<file path="src/rtl/if_fetch_stage.sv">
// MIPS instruction-fetch stage: owns the PC and drives the imem req/ack handshake into IF/ID.
// Latency: imem_ack in cycle N gives ir/ir_valid in cycle N+1; zero-wait memory sustains 1 instr/cycle.
// Backpressure: stall holds the outputs and the PC. A word that arrives during a stall is parked in a one-entry skid buffer.
module if_fetch_stage #(
    parameter logic [31:0] RESET_PC = 32'h0000_0000
) (
    input  logic        clk,
    input  logic        reset,
    input  logic        stall,
    input  logic        branch_taken,
    input  logic [31:0] branch_target,
    output logic        imem_req,
    output logic [31:0] imem_addr,
    input  logic        imem_ack,
    input  logic [31:0] imem_rdata,
    output logic [31:0] ir,
    output logic [31:0] pc_plus4,
    output logic        ir_valid
);

    typedef enum logic [1:0] {
        FETCH = 2'd0,
        HOLD  = 2'd1,
        DRAIN = 2'd2
    } state_t;

    state_t      state, state_n;
    logic [31:0] pc, pc_n;
    logic [31:0] ir_n, pc_plus4_n;
    logic        ir_valid_n;
    logic [31:0] skid_q, skid_n;
    logic [31:0] redirect, redirect_n;
    logic [31:0] target;
    logic [31:0] pc_inc;

    assign target    = {branch_target[31:2], 2'b00};
    assign pc_inc    = pc + 32'd4;
    assign imem_addr = pc;
    // The HOLD state already owns a word, so no new request is issued there.
    assign imem_req  = !reset && (state != HOLD);

    always_ff @(posedge clk) begin
        if (reset) begin
            state    <= FETCH;
            pc       <= {RESET_PC[31:2], 2'b00};
            ir       <= 32'h0000_0000;
            pc_plus4 <= 32'h0000_0000;
            ir_valid <= 1'b0;
            skid_q   <= 32'h0000_0000;
            redirect <= 32'h0000_0000;
        end else begin
            state    <= state_n;
            pc       <= pc_n;
            ir       <= ir_n;
            pc_plus4 <= pc_plus4_n;
            ir_valid <= ir_valid_n;
            skid_q   <= skid_n;
            redirect <= redirect_n;
        end
    end

    always_comb begin
        state_n    = state;
        pc_n       = pc;
        ir_n       = ir;
        pc_plus4_n = pc_plus4;
        ir_valid_n = ir_valid;
        skid_n     = skid_q;
        redirect_n = redirect;
        case (state)
            FETCH: begin
                if (branch_taken) begin
                    ir_n       = 32'h0000_0000;
                    ir_valid_n = 1'b0;
                    if (imem_ack) begin
                        pc_n = target;
                    end else begin
                        // The outstanding request must complete before the PC may move.
                        redirect_n = target;
                        state_n    = DRAIN;
                    end
                end else if (imem_ack && !stall) begin
                    ir_n       = imem_rdata;
                    pc_plus4_n = pc_inc;
                    ir_valid_n = 1'b1;
                    pc_n       = pc_inc;
                end else if (imem_ack) begin
                    skid_n  = imem_rdata;
                    state_n = HOLD;
                end else if (!stall) begin
                    ir_n       = 32'h0000_0000;
                    ir_valid_n = 1'b0;
                end
            end
            HOLD: begin
                if (branch_taken) begin
                    pc_n       = target;
                    ir_n       = 32'h0000_0000;
                    ir_valid_n = 1'b0;
                    state_n    = FETCH;
                end else if (!stall) begin
                    ir_n       = skid_q;
                    pc_plus4_n = pc_inc;
                    ir_valid_n = 1'b1;
                    pc_n       = pc_inc;
                    state_n    = FETCH;
                end
            end
            DRAIN: begin
                ir_n       = 32'h0000_0000;
                ir_valid_n = 1'b0;
                if (branch_taken) begin
                    redirect_n = target;
                end
                if (imem_ack) begin
                    pc_n    = branch_taken ? target : redirect;
                    state_n = FETCH;
                end
            end
            default: begin
                state_n = FETCH;
            end
        endcase
    end

endmodule

</file>
<file path="config.mk">
export PLATFORM = sky130hd
export DESIGN_NAME = if_fetch_stage
export DESIGN_NICKNAME = d
export VERILOG_FILES = /design/src/rtl/if_fetch_stage.sv
export SDC_FILE = /design/constraint.sdc
export NUM_CORES = 1
export LEC_CHECK = 0
export ABC_CLOCK_PERIOD_IN_PS = 6400
export BUFFER_PORTS_ARGS = -buffer_cell sky130_fd_sc_hd__clkbuf_2
export CAP_MARGIN = 20
export CELL_PAD_IN_SITES_DETAIL_PLACEMENT = 1
export CELL_PAD_IN_SITES_GLOBAL_PLACEMENT = 2
export CORE_UTILIZATION = 34
export CTS_CLUSTER_SIZE = 25
export DETAILED_ROUTE_END_ITERATION = 8
export HOLD_SLACK_MARGIN = 0.05
export PLACE_DENSITY_LB_ADDON = 0.1
export SYNTH_ARGS = -nofsm -noshare
export SYNTH_HDL_FRONTEND = slang
export SYNTH_SLANG_ARGS = --single-unit
</file>
<file path="constraint.sdc">
create_clock -name clk -period 6.4 [get_ports clk]
set_input_delay 0 -clock clk [delete_from_list [all_inputs] [get_ports clk]]
set_output_delay 0 -clock clk [all_outputs]
set_load 0.1 [all_outputs]
</file>
Yosys cells after proc, flatten, opt, wreduce, memory -nomap -nowiden:

Index checks and enable logic that the tools add are counted.

* bits in registers: 163
* bits of input ports: 69
* output and inout port bits: 98
* word-level logic and storage cells: 78

* add/sub/neg operators: 1
* equal/unequal tests: 18
* mux-type cells: 36
* bitwise operators: 2
* reductions and logical operators: 14

Operators with widths (number)
* two-way mux 32 bit: 17
* one-hot mux 32 bit (3 select lines): 2
* one-hot mux 32 bit (2 select lines): 2
* adder 32 x 3 -> 32 bit (second input constant): 1
* inequality test 3 bit (second input constant): 6
* AND reduction 5 bit: 3
* two-way mux 2 bit: 7
* inequality test 2 bit (second input constant): 7
* inequality test 4 bit (second input constant): 2
* AND reduction 4 bit: 2
* two-way mux 1 bit: 6
* one-hot mux 2 bit (3 select lines): 1
* nonzero test 2 bit: 2
* one-hot mux 1 bit (3 select lines): 1
* AND reduction 3 bit: 1
* nonzero test 3 bit: 1
* == test 2 x 1 -> 1 bit (second input constant): 1
* == test 2 bit (second input constant): 1
* logical AND 1 bit: 2
* logical NOT 1 bit: 2
* logical NOT 2 bit: 1
* inequality test 2 x 1 -> 1 bit (second input constant): 1
* NOT 1 bit: 2

Depth between registers and ports, before layout:

* depth in word-level cells: 5
* gate-level depth with buffers: 10
* mapped depth without buffers: 7

Worst setup path after synthesis:

No wires, ideal clock.

* path kind: register -> register
* start: register pc[2], in the netlist imem_addr[2]
* end: register pc[22], in the netlist imem_addr[22]
* library setup time: 132 ps
* arrival time: 2635 ps
* data required time: 6268 ps
* path slack: 3633 ps
* stages on the path, launching flop included: 8
* period minus slack after synthesis: 2767 ps
* cells stage by stage: dfxtp_1 ha_1 nand3_2 or4_1 buf_2 o31a_1 o21ai_1 a21oi_1

* longest elaborated chain between the ends: 4
* elaborated cells on any way between the ends: 6

Ends and longest elaborated chain
* from (decl): line 28 `logic [31:0] pc, pc_n;`
* from (signal assigned): line 45 `pc <= {RESET_PC[31:2], 2'b00};`
* from (signal assigned): line 53 `pc <= pc_n;`
* adder 32 x 3 -> 32 bit *: line 37 `assign pc_inc = pc + 32'd4;`
* two-way mux 32 bit (on tied branches): line 101, 82
* two-way mux 32 bit (on tied branches): line 96, 72
* one-hot mux 32 bit (3 select lines) *: line 70 `case (state)`

Mark *: on every way between the ends. The rest lies on a longest branch, timed or not. The select of a mux whose other input is x is not followed.
A chain may end at the register's enable or synchronous reset.

Final worst setup path:

* start: register state[0]
* end: register redirect[20]

* longest elaborated chain between the ends: 3
* elaborated cells on any way between the ends: 7

Ends and longest elaborated chain
* from (decl): line 27 `state_t state, state_n;`
* from (signal assigned): line 52 `state <= state_n;`
* == test 2 bit or logical NOT 2 bit (tied branches): line 70
* nonzero test 2 bit (no line) or inequality test 2 bit (tied branches)
* AND reduction 3 bit (no line)
* to (signal assigned): line 58 `redirect <= redirect_n;`
* to (decl): line 32 `logic [31:0] redirect, redirect_n;`

Several ways; a longest one is shown, not always the timed one.

==> reports/metrics.csv <==
stage,metric,value,unit
pwr,p_per_area,316,nW/um^2
synthesis,post-synth-top-count-cell,nand2_1,
job,cap_violations,0,
layout,area_growth,28.2,%
synthesis,synthArstFlopShare,0,%
cts,cts_htree_levels,4,
sta,post-route-period-util,42.8,%
synthesis,synth-compound-area-share,23.8,%
global_route,grt_pass1_vias,6921,
synthesis,avgSynthCellArea,8.06,sq um
cts,cts-buffers-inserted,17,
layout,drive_gt1_share,20.9,%
synthesis,synth_top_family_by_area,compound AO/OA/AOI/OAI gates,
synthesis,synth_area_leaders,"dfxtp_1 43%, nand2_1 8.7%, a21oi_1 6.3%",
placement,gp_routability_congestion,0.789,
synthesis,synth_commonest_cells,"176 x nand2_1, 163 x dfxtp_1, 99 x nor2_1",
critical_path,startpoint_type,flip-flop,
floorplanning,ioPinCount,167,
pwr,p_leak,0.00375,uW
critical_path,crit_start,state[0]$_SDFFE_PP0P_,
cts,root_buffer,clkbuf_16,
critical_path,timing.rr.start,state[0]$_SDFFE_PP0P_,
floorplanning,die_h,151,um
drt,drtAntennaViolNets,0,
synthesis,synth_fa_ha_area_share,0.825,%
sta,max_freq,365,MHz
global_route,grt.overflow.total,0,
placement,portBuffers,164,
critical_path,worstReg2RegEnd,redirect[20]$_SDFFE_PP0P_,
critical_path,r2r_cells,8,
synthesis,synth.net_count,1015,
synthesis,synth_top_area_share,43.1,%
synthesis,yosysUniqueCellTypes,72,
critical_path,cp.arrival,3.09,ns
sta,maxSlewViolCount,0,
synthesis,synth-edff-count,0,
cts,clk_latency,0.43,ns
critical_path,r2r_slack,3.66,ns
synthesis,netlist_area,7580,sq um
floorplanning,core,21800,sq um
placement,dp_hpwl,15600,um
synthesis,synth_flop_cell,dfxtp_1,
drt,drt_wl_total,24500,um
critical_path,worstSetupPathType,reg2reg,
layout,final_nets,1187,
drt,drc_errors,0,
sta,period_needed,2.74,ns
cts,cts_buffer_depth,2,
global_route,gr-usage-all-layers,21.4,%
sta,rsz0062_at_grt,no,
cts,path_clk_slew,0.07,ns
synthesis,yosys.area_share.xor_xnor,3.12,%
drt,avgViaCountPerCell,5.18,
outcome,outcome,"complete, no violations",
synthesis,yosysTopAreaCell,dfxtp_1,
sta,fin_skew,0.0127,ns
layout,multiInputGateArea,3910,sq um
sta,finalHoldViolCount,0,
layout,insertedDiodeCount,0,
critical_path,endpoint,redirect[20]$_SDFFE_PP0P_,
floorplanning,initial_core_util,34.7,%
drt,wire_per_inst,17.5,um
floorplanning,core.rowCount,54,
cts,cts_tree,yes,
synthesis,synth_seq_cells,163,
layout,fin_util,44.5,%
pwr,ir_drop,0.151,mV
hold_path,hold_class,in2reg,
sta,setup_viol,0,
synthesis,yosysSeqAreaShare,43.1,%
cts,cts_sinks,163,
floorplanning,dieArea,22900,sq um
critical_path,crit_fanout,35,
synthesis,postSynthCellCount,941,
floorplanning,die_x,151,um
critical_path,cp.required,6.75,ns
synthesis,ys.warnings.count,0,
global_route,grt_pass1_wl,37900,um
drt,dr.first_iter.drc_count,307,
sta,slew_headroom,35.4,%
sta,finalSetupTns,0,ns
layout,regArea,3260,sq um
drt,drt_pre_antenna_iters,4,
synthesis,synthSimpleGateAreaFrac,22.4,%
drt,vias,7277,
global_route,grt_max_degree,88,
global_route,antenna_found_initial,0,
sta,worst_pin_slew,0.969,ns
synthesis,synthMuxAreaShare,0.957,%
critical_path,worstSetupEndpointType,flip-flop,
layout,fillers,2644,
-- cells by family (layout without fill, tap and decap cells) --
kind of cell / after synthesis / count (layout)
adder cells (fa/ha/maj): 5 / 5
buffers and inverters: 98 / 283
AO/OA/AOI/OAI: 273 / 273
multiplexers: 7 / 7
flip-flops: 163 / 163
XOR/XNOR: 27 / 27
AND/OR/NAND/NOR: 368 / 368
-- registers in the layout (all words and copies together), names as in the netlist --
register and count:
state 2, imem_addr 32, ir 32, ir_valid 1, redirect 32, pc_plus4 32, skid_q 32
-- layer usage --
metal  vias to the layer above  wire, um  track usage, %
li1                       3683         -               -
met1                      3427     12400            31.4
met2                       151     10900            32.7
met3                        16      1070            2.92
met4                         0       203            4.95
met5                         -         0               0
-- placed cells by master, fill, tap and decap left out, types with 6 or more instances in the layout --
cell	synthesis	layout
buf_4	6	14
a211oi_1	64	64
dlygate4sd3_1	0	63
inv_6	1	9
xnor2_1	13	13
dfxtp_1	163	163
and3_1	9	9
clkbuf_16	0	17
nand4_1	13	13
xor2_1	14	14
a21oi_1	96	96
nor2_1	99	97
nand2_1	176	176
clkbuf_2	0	163
nand3_1	14	14
a31oi_1	9	9
a22oi_1	33	33
inv_1	10	10
o21ai_0	24	23
nor3_1	13	12
o211ai_1	6	6
-- what timing repair did --
item	4_1_cts	5_1_grt
endpoints found under the hold margin	111	0
hold buffers	63	0
setup buffers	0	0
gates resized for setup	0	0
-- stage by stage --
stage / power (uW) / cell area, sq um / instances / setup slack (ns) / hold slack, ns
2_1_floorplan: 1820 / 7580 / 941 / 3.63 / 0.136
3_3_place_gp: 2000 / 8490 / 1311 / 3.72 / 0.240
3_5_place_dp: 2010 / 8490 / 1311 / 3.64 / 0.247
4_1_cts: 3100 / 9720 / 1406 / 3.62 / 0.119
5_1_grt: 3210 / 9720 / 1406 / 3.42 / 0.164
6_report: 3070 / 9720 / 1406 / 3.66 / 0.143
-- area by class of cell --
class                   count  share of cell area [%]
repair buffers            240                    16.0
well taps                 280                    3.61
clock inverters            14                    1.69
multi-input cells         680                    40.3
flip-flops and latches    163                    33.6
inverters                  11                   0.476
clock buffers              18                    4.42
-- where the power goes --
group,internal [uW],switching (uW)
logic,191,658
clock network,588,468
registers,1090,73.2
total,1870,1200
-- worst max-delay path, cell delays in order, from the launching register on --
cell     delay [ns]
dfxtp_1        0.38
inv_1          0.08
ha_1           0.19
buf_4          0.26
inv_1          0.47
nor2_1         0.18
o21ai_4        0.77
nand2_1        0.14
a21oi_1        0.16
-- worst min path at each step --
stage	start	to	slack, ns	depth (start not counted)
after global placement	imem_rdata[14]	skid_q[14]$_SDFFE_PP0P_	0.24	3
final	imem_ack	state[0]$_SDFFE_PP0P_	0.14	4
after detailed placement	branch_target[15]	redirect[15]$_SDFFE_PP0P_	0.25	3
after global routing	imem_ack	state[1]$_SDFFE_PP0P_	0.16	4
after floorplan	branch_target[12]	redirect[12]$_SDFFE_PP0P_	0.14	2
after CTS	imem_ack	state[0]$_SDFFE_PP0P_	0.12	4
Power figures use the tool's default switching activity.
